File: src/rtl/imem_loader_pkg.sv
// Shared types and constants for the instruction-memory boot loader.
// Latency: n/a (declarations only).
// Backpressure: n/a.
package imem_loader_pkg;

    typedef enum logic [2:0] {
        IDLE,
        HDR_HI,
        HDR_LO,
        LEN_CHK,
        DATA,
        CHECK,
        DONE,
        ERROR
    } state_t;

    localparam int BYTES_PER_WORD = 4;
    localparam int HDR_BYTES      = 2;
    localparam int LANE_W         = $clog2(BYTES_PER_WORD);

    // A frame is loadable only if it carries at least one word and fits in the RAM.
    function automatic logic frame_len_ok(input logic [15:0] n, input int max_words);
        return (n != 16'd0) && (int'({16'd0, n}) <= max_words);
    endfunction

endpackage

File: src/rtl/imem_byte_packer.sv
// Packs a big-endian byte stream into 32-bit words, MSB first.
// Latency: word_rdy/word_dat are combinational with the 4th byte of a word.
// Backpressure: none; advances only on byte_vld, the caller owns the handshake.
module imem_byte_packer
    import imem_loader_pkg::*;
(
    input  logic        clk,
    input  logic        rst_n,
    input  logic        clear,
    input  logic        byte_vld,
    input  logic [7:0]  byte_dat,
    output logic        word_rdy,
    output logic [31:0] word_dat
);

    localparam logic [LANE_W-1:0] LAST_LANE = LANE_W'(BYTES_PER_WORD - 1);
    localparam logic [LANE_W-1:0] LANE_ONE  = LANE_W'(1);

    logic [LANE_W-1:0] lane;
    logic [23:0]       shift_dat;

    // The current byte completes the word in flight; present it without waiting a cycle
    // so the loader can register the RAM write on the very next edge.
    assign word_rdy = byte_vld && (lane == LAST_LANE);
    assign word_dat = {shift_dat, byte_dat};

    // Lane counter wraps 0..3; older bytes simply shift out, so no per-word clear is needed.
    always_ff @(posedge clk or negedge rst_n) begin
        if (!rst_n) begin
            lane      <= '0;
            shift_dat <= '0;
        end else if (clear) begin
            lane      <= '0;
            shift_dat <= '0;
        end else if (byte_vld) begin
            lane      <= lane + LANE_ONE;
            shift_dat <= {shift_dat[15:0], byte_dat};
        end
    end

endmodule

File: src/rtl/imem_loader.sv
// Boot loader: framed UART bytes -> checksum-verified instruction-RAM image, CPU held until good.
// Latency: RAM write strobe one cycle after the 4th byte of each word; flags one cycle after CHK.
// Backpressure: rx_ready is a pure function of state, high in HDR_HI/HDR_LO/DATA/CHECK only.
module imem_loader
    import imem_loader_pkg::*;
#(
    parameter int ADDR_WIDTH = 8,
    parameter int MAX_WORDS  = 2**ADDR_WIDTH
) (
    input  logic        clk,
    input  logic        rst_n,
    input  logic        start,
    input  logic [7:0]  rx_data,
    input  logic        rx_valid,
    output logic        rx_ready,
    output logic        imem_we,
    output logic [31:0] imem_addr,
    output logic [31:0] imem_wdata,
    output logic [15:0] word_count,
    output logic        busy,
    output logic        done,
    output logic        error,
    output logic        cpu_hold
);

    // One extra index bit so a full-capacity image ends at the top word without wrapping.
    localparam logic [ADDR_WIDTH:0] IDX_ONE = (ADDR_WIDTH + 1)'(1);

    state_t              state;
    logic [15:0]         frame_len;
    logic [ADDR_WIDTH:0] word_idx;
    logic [7:0]          chk_acc;

    logic                accept;
    logic                data_acc;
    logic                start_ok;
    logic                word_rdy;
    logic [31:0]         word_dat;
    logic                last_word;

    // Only the byte-consuming states can take a byte; nothing else influences ready.
    always_comb begin
        rx_ready = 1'b0;
        case (state)
            HDR_HI, HDR_LO, DATA, CHECK: rx_ready = 1'b1;
            default:                     rx_ready = 1'b0;
        endcase
    end

    assign accept    = rx_valid && rx_ready;
    assign data_acc  = accept && (state == DATA);
    assign start_ok  = start && ((state == IDLE) || (state == DONE) || (state == ERROR));
    assign last_word = (word_count + 16'd1) == frame_len;

    imem_byte_packer u_packer (
        .clk      (clk),
        .rst_n    (rst_n),
        .clear    (start_ok),
        .byte_vld (data_acc),
        .byte_dat (rx_data),
        .word_rdy (word_rdy),
        .word_dat (word_dat)
    );

    // Frame sequencer: header, length gate, payload writes with running checksum, verdict.
    always_ff @(posedge clk or negedge rst_n) begin
        if (!rst_n) begin
            state      <= IDLE;
            frame_len  <= '0;
            word_idx   <= '0;
            chk_acc    <= '0;
            imem_we    <= 1'b0;
            imem_addr  <= '0;
            imem_wdata <= '0;
            word_count <= '0;
            busy       <= 1'b0;
            done       <= 1'b0;
            error      <= 1'b0;
            cpu_hold   <= 1'b0;
        end else begin
            // Write strobe is a single-cycle pulse; address/data registers hold their last value.
            imem_we <= 1'b0;
            case (state)
                IDLE, DONE, ERROR: begin
                    if (start) begin
                        done       <= 1'b0;
                        error      <= 1'b0;
                        word_count <= '0;
                        word_idx   <= '0;
                        chk_acc    <= '0;
                        frame_len  <= '0;
                        busy       <= 1'b1;
                        cpu_hold   <= 1'b1;
                        state      <= HDR_HI;
                    end
                end
                HDR_HI: begin
                    if (accept) begin
                        frame_len[15:8] <= rx_data;
                        state           <= HDR_LO;
                    end
                end
                HDR_LO: begin
                    if (accept) begin
                        frame_len[7:0] <= rx_data;
                        state          <= LEN_CHK;
                    end
                end
                LEN_CHK: begin
                    // Reject empty or oversize images before any RAM word is touched.
                    if (frame_len_ok(frame_len, MAX_WORDS)) begin
                        state <= DATA;
                    end else begin
                        state <= ERROR;
                        error <= 1'b1;
                        busy  <= 1'b0;
                    end
                end
                DATA: begin
                    if (accept) begin
                        chk_acc <= chk_acc + rx_data;
                        if (word_rdy) begin
                            imem_we    <= 1'b1;
                            imem_addr  <= {{(29 - ADDR_WIDTH){1'b0}}, word_idx, 2'b00};
                            imem_wdata <= word_dat;
                            word_idx   <= word_idx + IDX_ONE;
                            word_count <= word_count + 16'd1;
                            if (last_word) begin
                                state <= CHECK;
                            end
                        end
                    end
                end
                CHECK: begin
                    if (accept) begin
                        busy <= 1'b0;
                        if (rx_data == chk_acc) begin
                            state    <= DONE;
                            done     <= 1'b1;
                            cpu_hold <= 1'b0;
                        end else begin
                            // CPU stays in reset: a partially trusted image must never run.
                            state <= ERROR;
                            error <= 1'b1;
                        end
                    end
                end
                default: state <= IDLE;
            endcase
        end
    end

endmodule

File: config.mk
export PLATFORM = sky130hd
export DESIGN_NAME = imem_loader
export DESIGN_NICKNAME = d
export VERILOG_FILES = /design/src/rtl/imem_loader_pkg.sv /design/src/rtl/imem_byte_packer.sv /design/src/rtl/imem_loader.sv
export SDC_FILE = /design/constraint.sdc
export NUM_CORES = 1
export LEC_CHECK = 0
export CORE_ASPECT_RATIO = 1.1
export CORE_MARGIN = 5
export CORE_UTILIZATION = 44
export DETAILED_ROUTE_END_ITERATION = 10
export HOLD_SLACK_MARGIN = 0.06
export PLACE_DENSITY = 0.67
export REMOVE_ABC_BUFFERS = 1
export SETUP_SLACK_MARGIN = 0.5
export SLEW_MARGIN = 30
export SYNTH_ARGS = -nofsm -noshare
export SYNTH_HDL_FRONTEND = slang
export SYNTH_SLANG_ARGS = --single-unit
File: constraint.sdc
create_clock -name clk -period 4.8 [get_ports clk]
set_input_delay 0.48 -clock clk [delete_from_list [all_inputs] [get_ports clk]]
set_output_delay 0.48 -clock clk [all_outputs]
set_load 0.1 [all_outputs]
Yosys cells after proc, flatten, opt, wreduce, memory -nomap -nowiden. Cells that the tools add are included. W data, S select, Z words.

Input bits: 12. Output and inout bits: 86. Bits in registers: 124.

Reduce and logical (&&, ||, !) cells: 26. $add $sub $neg: 4. Equal/unequal tests: 20. Muxes and demuxes: 47. $lt $le $gt $ge: 1.

Operators with widths (number): $mux W16 (3); $mux W24 (2); $pmux W8 S2 (3); $pmux W16 S2 (1); $mux W9 (3); $mux W8 (3); $mux W3 (7); $ne A2 B2 Y1 const B (9); $pmux W3 S6 (1); $pmux W9 S2 (1); $add A16 B1 Y16 const B (1); $eq A16 B16 Y1 (1); $le A16 B9 Y1 const B (1); $mux W1 (16); $reduce_bool A16 Y1 (1); $eq A3 B3 Y1 const B (4); $reduce_and A3 Y1 (4); $reduce_and A4 Y1 (3); $reduce_bool A2 Y1 (5); $add A9 B1 Y9 const B (1); $add A8 B8 Y8 (1); $eq A8 B8 Y1 (1); $reduce_and A7 Y1 (1); $eq A3 B2 Y1 const B (2); 14 further kinds (23).

Logic depth before layout (Yosys ltp).
Depth in word-level cells: 9. Mapped depth: 9. Mapped depth without buffers: 8.

Cells and area by module. A second synthesis with hierarchy kept.

Cells, all modules: 676. Area total of the unflattened synthesis: 6277.3 um^2.

Modules (own cells, without submodules): imem_loader (cells each 582, sequential area each 2452.4 um^2, area each 5123.7 um^2, instances 1); imem_byte_packer (cells each 94, sequential area each 650.6 um^2, area each 1153.6 um^2, instances 1).

Worst setup path before layout. OpenSTA, ideal clock, no wires.

Kind: register to register. From: register word_count[0]. To: register state[0]. Stages on the path, launching flop included: 8. Library setup time: 0.095 ns. Slack: 1.815 ns. Data required time: 4.705 ns. Path buffers: 0. Arrival time: 2.890 ns. Path through: dfrtp_1 ha_1 nand4_2 or4_1 xnor2_1 nor4_2 nand4_1 o31ai_1.

Longest elaborated chain between the ends: 4.

RTL lines: from (decl) (RTL line imem_loader.sv:19) `output logic [15:0] word_count,`; from (signal assigned) (RTL line imem_loader.sv:127) `word_count <= word_count + 16'd1;`; $add A16 B1 Y16 (RTL line imem_loader.sv:53) `assign last_word = (word_count + 16'd1) == frame_len;`; $eq A16 B16 Y1 (RTL line imem_loader.sv:53); $ne A2 B2 Y1 (no source line); $reduce_and A7 Y1 (no source line); to (signal assigned) (RTL line imem_loader.sv:68) `state <= IDLE;`; to (signal assigned) (RTL line imem_loader.sv:94) `state <= HDR_HI;`; to (signal assigned) (RTL line imem_loader.sv:100) `state <= HDR_LO;`; to (decl) (RTL line imem_loader.sv:29) `state_t state;`.

Every way passes these cells. A chain may end at the register's enable or synchronous reset.

Worst setup path after layout.
From: register state[0]. To: output rx_ready.

Longest elaborated chain between the ends: 3. Elaborated cells between the ends (all ways): 6. Classes of those cells: 4 x eq/ne; 1 x mux; 1 x reduce/logical.

RTL lines: $eq A3 B3 Y1 (tied with other cells) (RTL line imem_loader.sv:44) `case (state)`; $reduce_or A4 Y1 (*) (RTL line imem_loader.sv:44); $mux W1 (*) (RTL line imem_loader.sv:44); to (decl) (RTL line imem_loader.sv:15) `output logic rx_ready,`.

Every way passes the cells marked *; elsewhere a longest branch is shown, timed or not.

==> out/results.tsv <==
stage	metric	value	unit
outcome	status	finished, final reports clean	
detailed_routing	routedWlPerCell	15.2	um
clock_network	root_buffer	clkbuf_16	
yosys	syn_area	0.00628	sq mm
clock_network	cts-hold-fix-buffers	0	
hold_path	hold_path_class	in -> async	
yosys	yosysMostFrequentCell	nand2_1	
timing	setup_ws	1.62	ns
worst_setup_path	worstSetupEndpointType	output pin	
timing	layout_worst_path_cycle_share	0.664	
power_and_ir_drop	p_leak	0.00347	uW
detailed_routing	ant_nets	0	
yosys	async_flop_share	1.00	
floorplan	fp-row-count	45	
worst_setup_path	cpMaxStageDelayCell	clkdlybuf4s50_1	
clock_network	cts_tree	built	
clock_network	postCtsSetupBuffers	0	
final_layout	multiInputGateArea	0.00288	sq mm
global_route	grt_pass1_vias	4930	
global_route	grt_usage	0.188	
timing	fin_crit	3.18	ns
run	drv_cap	0	
detailed_routing	drt_iter0_drc	441	
floorplan	die_w	124	um
clock_network	cts.path.max_buffers	2	
yosys	yosysWarnings	0	
yosys	avgSynthCellArea	8.75	sq um
timing	rsz0062_at_grt	false	
worst_setup_path	crit_fanout	19	
clock_network	cts_sinks	124	
worst_setup_path	crit_family	buffers and inverters	
worst_setup_path	cp.required	4.32	ns
floorplan	start_util	0.452	
floorplan	die_h	135	um
timing	max_freq	314	MHz
clock_network	worstSkewPairLatency	0.42	ns
worst_setup_path	arrival	2.70	ns
yosys	synth-edff-count	0	
placed_design	dpl_worst_slack	1.79	ns
clock_network	cts_max_level	4	
clock_network	cts_made_buffers	17	
timing	maxSlewViolCount	0	
power_and_ir_drop	powerDensity	660	mW/mm^2
power_and_ir_drop	ir_worst_vdd	0.000440	V
detailed_routing	num_vias	5064	
clock_network	ctsResizeCount	0	
final_layout	area_growth	21.8	%
worst_setup_path	start_kind	register	
clock_network	clkSlewWorstSetupHoldPaths	0.05	ns
floorplan	core-area	0.0139	sq mm
yosys	ys.flop_type	dfrtp_1	
yosys	yosysTopAreaCell	dfrtp_1	
yosys	synth.area.top_cells	dfrtp_1 (49%), nand2_1 (13%), a21oi_1 (3.7%)	
final_layout	finalNetCount	800	
placed_design	dp_hpwl	10300	um
detailed_routing	dr.pass1.iters	5	
detailed_routing	wirelength	14900	um
timing	setup_viol	0	
worst_setup_path	slowest_delay	1.15	ns
worst_setup_path	setup.worst_path.class	reg -> out	
detailed_routing	avgViaCountPerCell	5.18	
yosys	synth_top_cell_area_share	0.494	
yosys	ys_seq_area_frac	0.494	
timing	tns	0	ns
timing	relSlewSlack	0.333	
final_layout	seqCellArea	0.00310	sq mm
global_route	grt_pass1_wl	24900	um
worst_setup_path	cp_cell_sequence	nor2_1, xnor2_1, clkdlybuf4s50_1	
yosys	ys_types	60	
floorplan	die_area	0.0168	sq mm
final_layout	n_antenna_cell	0	
worst_setup_path	cp_num_buf_inv	1	
global_route	grt_overflow	0	
yosys	synth_seq_cells	124	
global_route	grt_max_degree	82	
detailed_routing	drc	0	
timing	clock_skew	0.00578	ns
placed_design	io_buffer_count	74	
placed_design	routabilityCongestion	0.805	
yosys	synth_cells	718	
timing	tightest_slew	0.997	ns
final_layout	layout-drive-gt1-share	0.0696	
timing	hold_viol	0	
yosys	synth_commonest_cells	nand2_1 (225), dfrtp_1 (124), a21oi_1 (46), o21ai_0 (46), nor2_1 (30)	
final_layout	nFillCells	1297	
global_route	antenna_found_initial	0	
floorplan	top_level_ports	98	
[final timing paths]
kind                                   startpoint        endpoint  slack (ns)  depth (start not counted)
setup reg to reg                         state[2]  imem_wdata[16]        1.95                          6
hold reg to reg            u_packer.shift_dat[16]  imem_wdata[24]        0.47                          2
hold / removal                              rst_n   word_count[7]         0.1                          1
min in group clk           u_packer.shift_dat[16]  imem_wdata[24]        0.47                          2
max in group asynchronous                   rst_n     word_idx[3]        3.70                          2
setup / recovery                         state[0]        rx_ready        1.62                          3
[power by group]
group          internal (uW)  total, uW  switching [uW]  leakage, uW
Combinational            572       2270            1700      0.00152
Clock                    803       1250             450     0.000282
Sequential              1290       1530             235      0.00167
Total                   2670       5050            2380      0.00347
[worst reg2reg max path, delay by kind of cell (launching register included)]
kind          cells  cell delay [ns]
buf+inv           2             0.95
flops             1             0.70
simple gates      4             1.13
[flip-flops by register name (all words and copies together), names as in the netlist]
name                cells
chk_acc                 8
u_packer.shift_dat     24
cpu_hold                1
imem_we                 1
word_count             16
word_idx                9
done                    1
frame_len              16
error                   1
busy                    1
imem_wdata             32
u_packer.lane           2
imem_addr               9
state                   3
[routing by layer]
metal	GRT usage	up-vias	part of all wire
met4	0.0603	0	0.015
met2	0.296	114	0.49
met5	0	-	0
li1	-	2470	-
met1	0.258	2459	0.45
met3	0.0422	21	0.047
[cells by family (layout without fill, tap and decap cells)]
kind of cell,after synthesis,in the layout,share of synthesized area
other,1,23,0.000597
AOI/OAI and AO/OA,127,127,0.118
adders and majority gates,11,11,0.0231
DFF,124,124,0.494
buffers and inverters,79,129,0.0631
xor gates and xnor gates,36,36,0.0502
and+or+nand+nor,333,333,0.239
muxes,7,7,0.0114
[area by class of cell]
type | count | share of cell area
clock buffers | 22 | 0.0620
clock inverters | 10 | 0.0150
inverters | 19 | 0.00932
multi-input cells | 537 | 0.377
flip-flops and latches | 124 | 0.405
well taps | 188 | 0.0307
repair buffers | 78 | 0.101
[stage by stage]
| step | utilization | hold WS (ns) | power [uW] | cell area (sq um) | std cells |
|---|---|---|---|---|---|
| floorplan | - | 0.184 | 3240 | 6040 | 680 |
| global placement | 0.507 | 0.448 | 3780 | 7050 | 946 |
| detailed placement | 0.507 | 0.456 | 3810 | 7050 | 946 |
| CTS | 0.549 | 0.126 | 5090 | 7640 | 978 |
| global route | 0.550 | 0.167 | 5300 | 7650 | 978 |
| finish | 0.550 | 0.0957 | 5050 | 7650 | 978 |
[layout by cell type, fill, tap and decap left out, types with 3 or more instances in the layout]
cell type / n
clkdlybuf4s50_1: 73
o31ai_1: 7
nor4_1: 8
ha_1: 10
a21o_1: 4
conb_1: 23
buf_4: 4
nand2_1: 224
clkinv_2: 3
o21ai_0: 46
xnor2_1: 23
xor2_1: 13
dfrtp_1: 124
nor2b_1: 4
a22o_1: 4
nor2_1: 30
clkinvlp_4: 3
inv_1: 18
nand4_1: 5
a21oi_1: 46
and3_1: 5
clkbuf_8: 3
clkbuf_16: 17
or3_1: 4
nand3_1: 15
nor3_1: 13
o211ai_1: 3
mux2i_1: 6
Note: power is estimated with default switching activity, not from simulation.
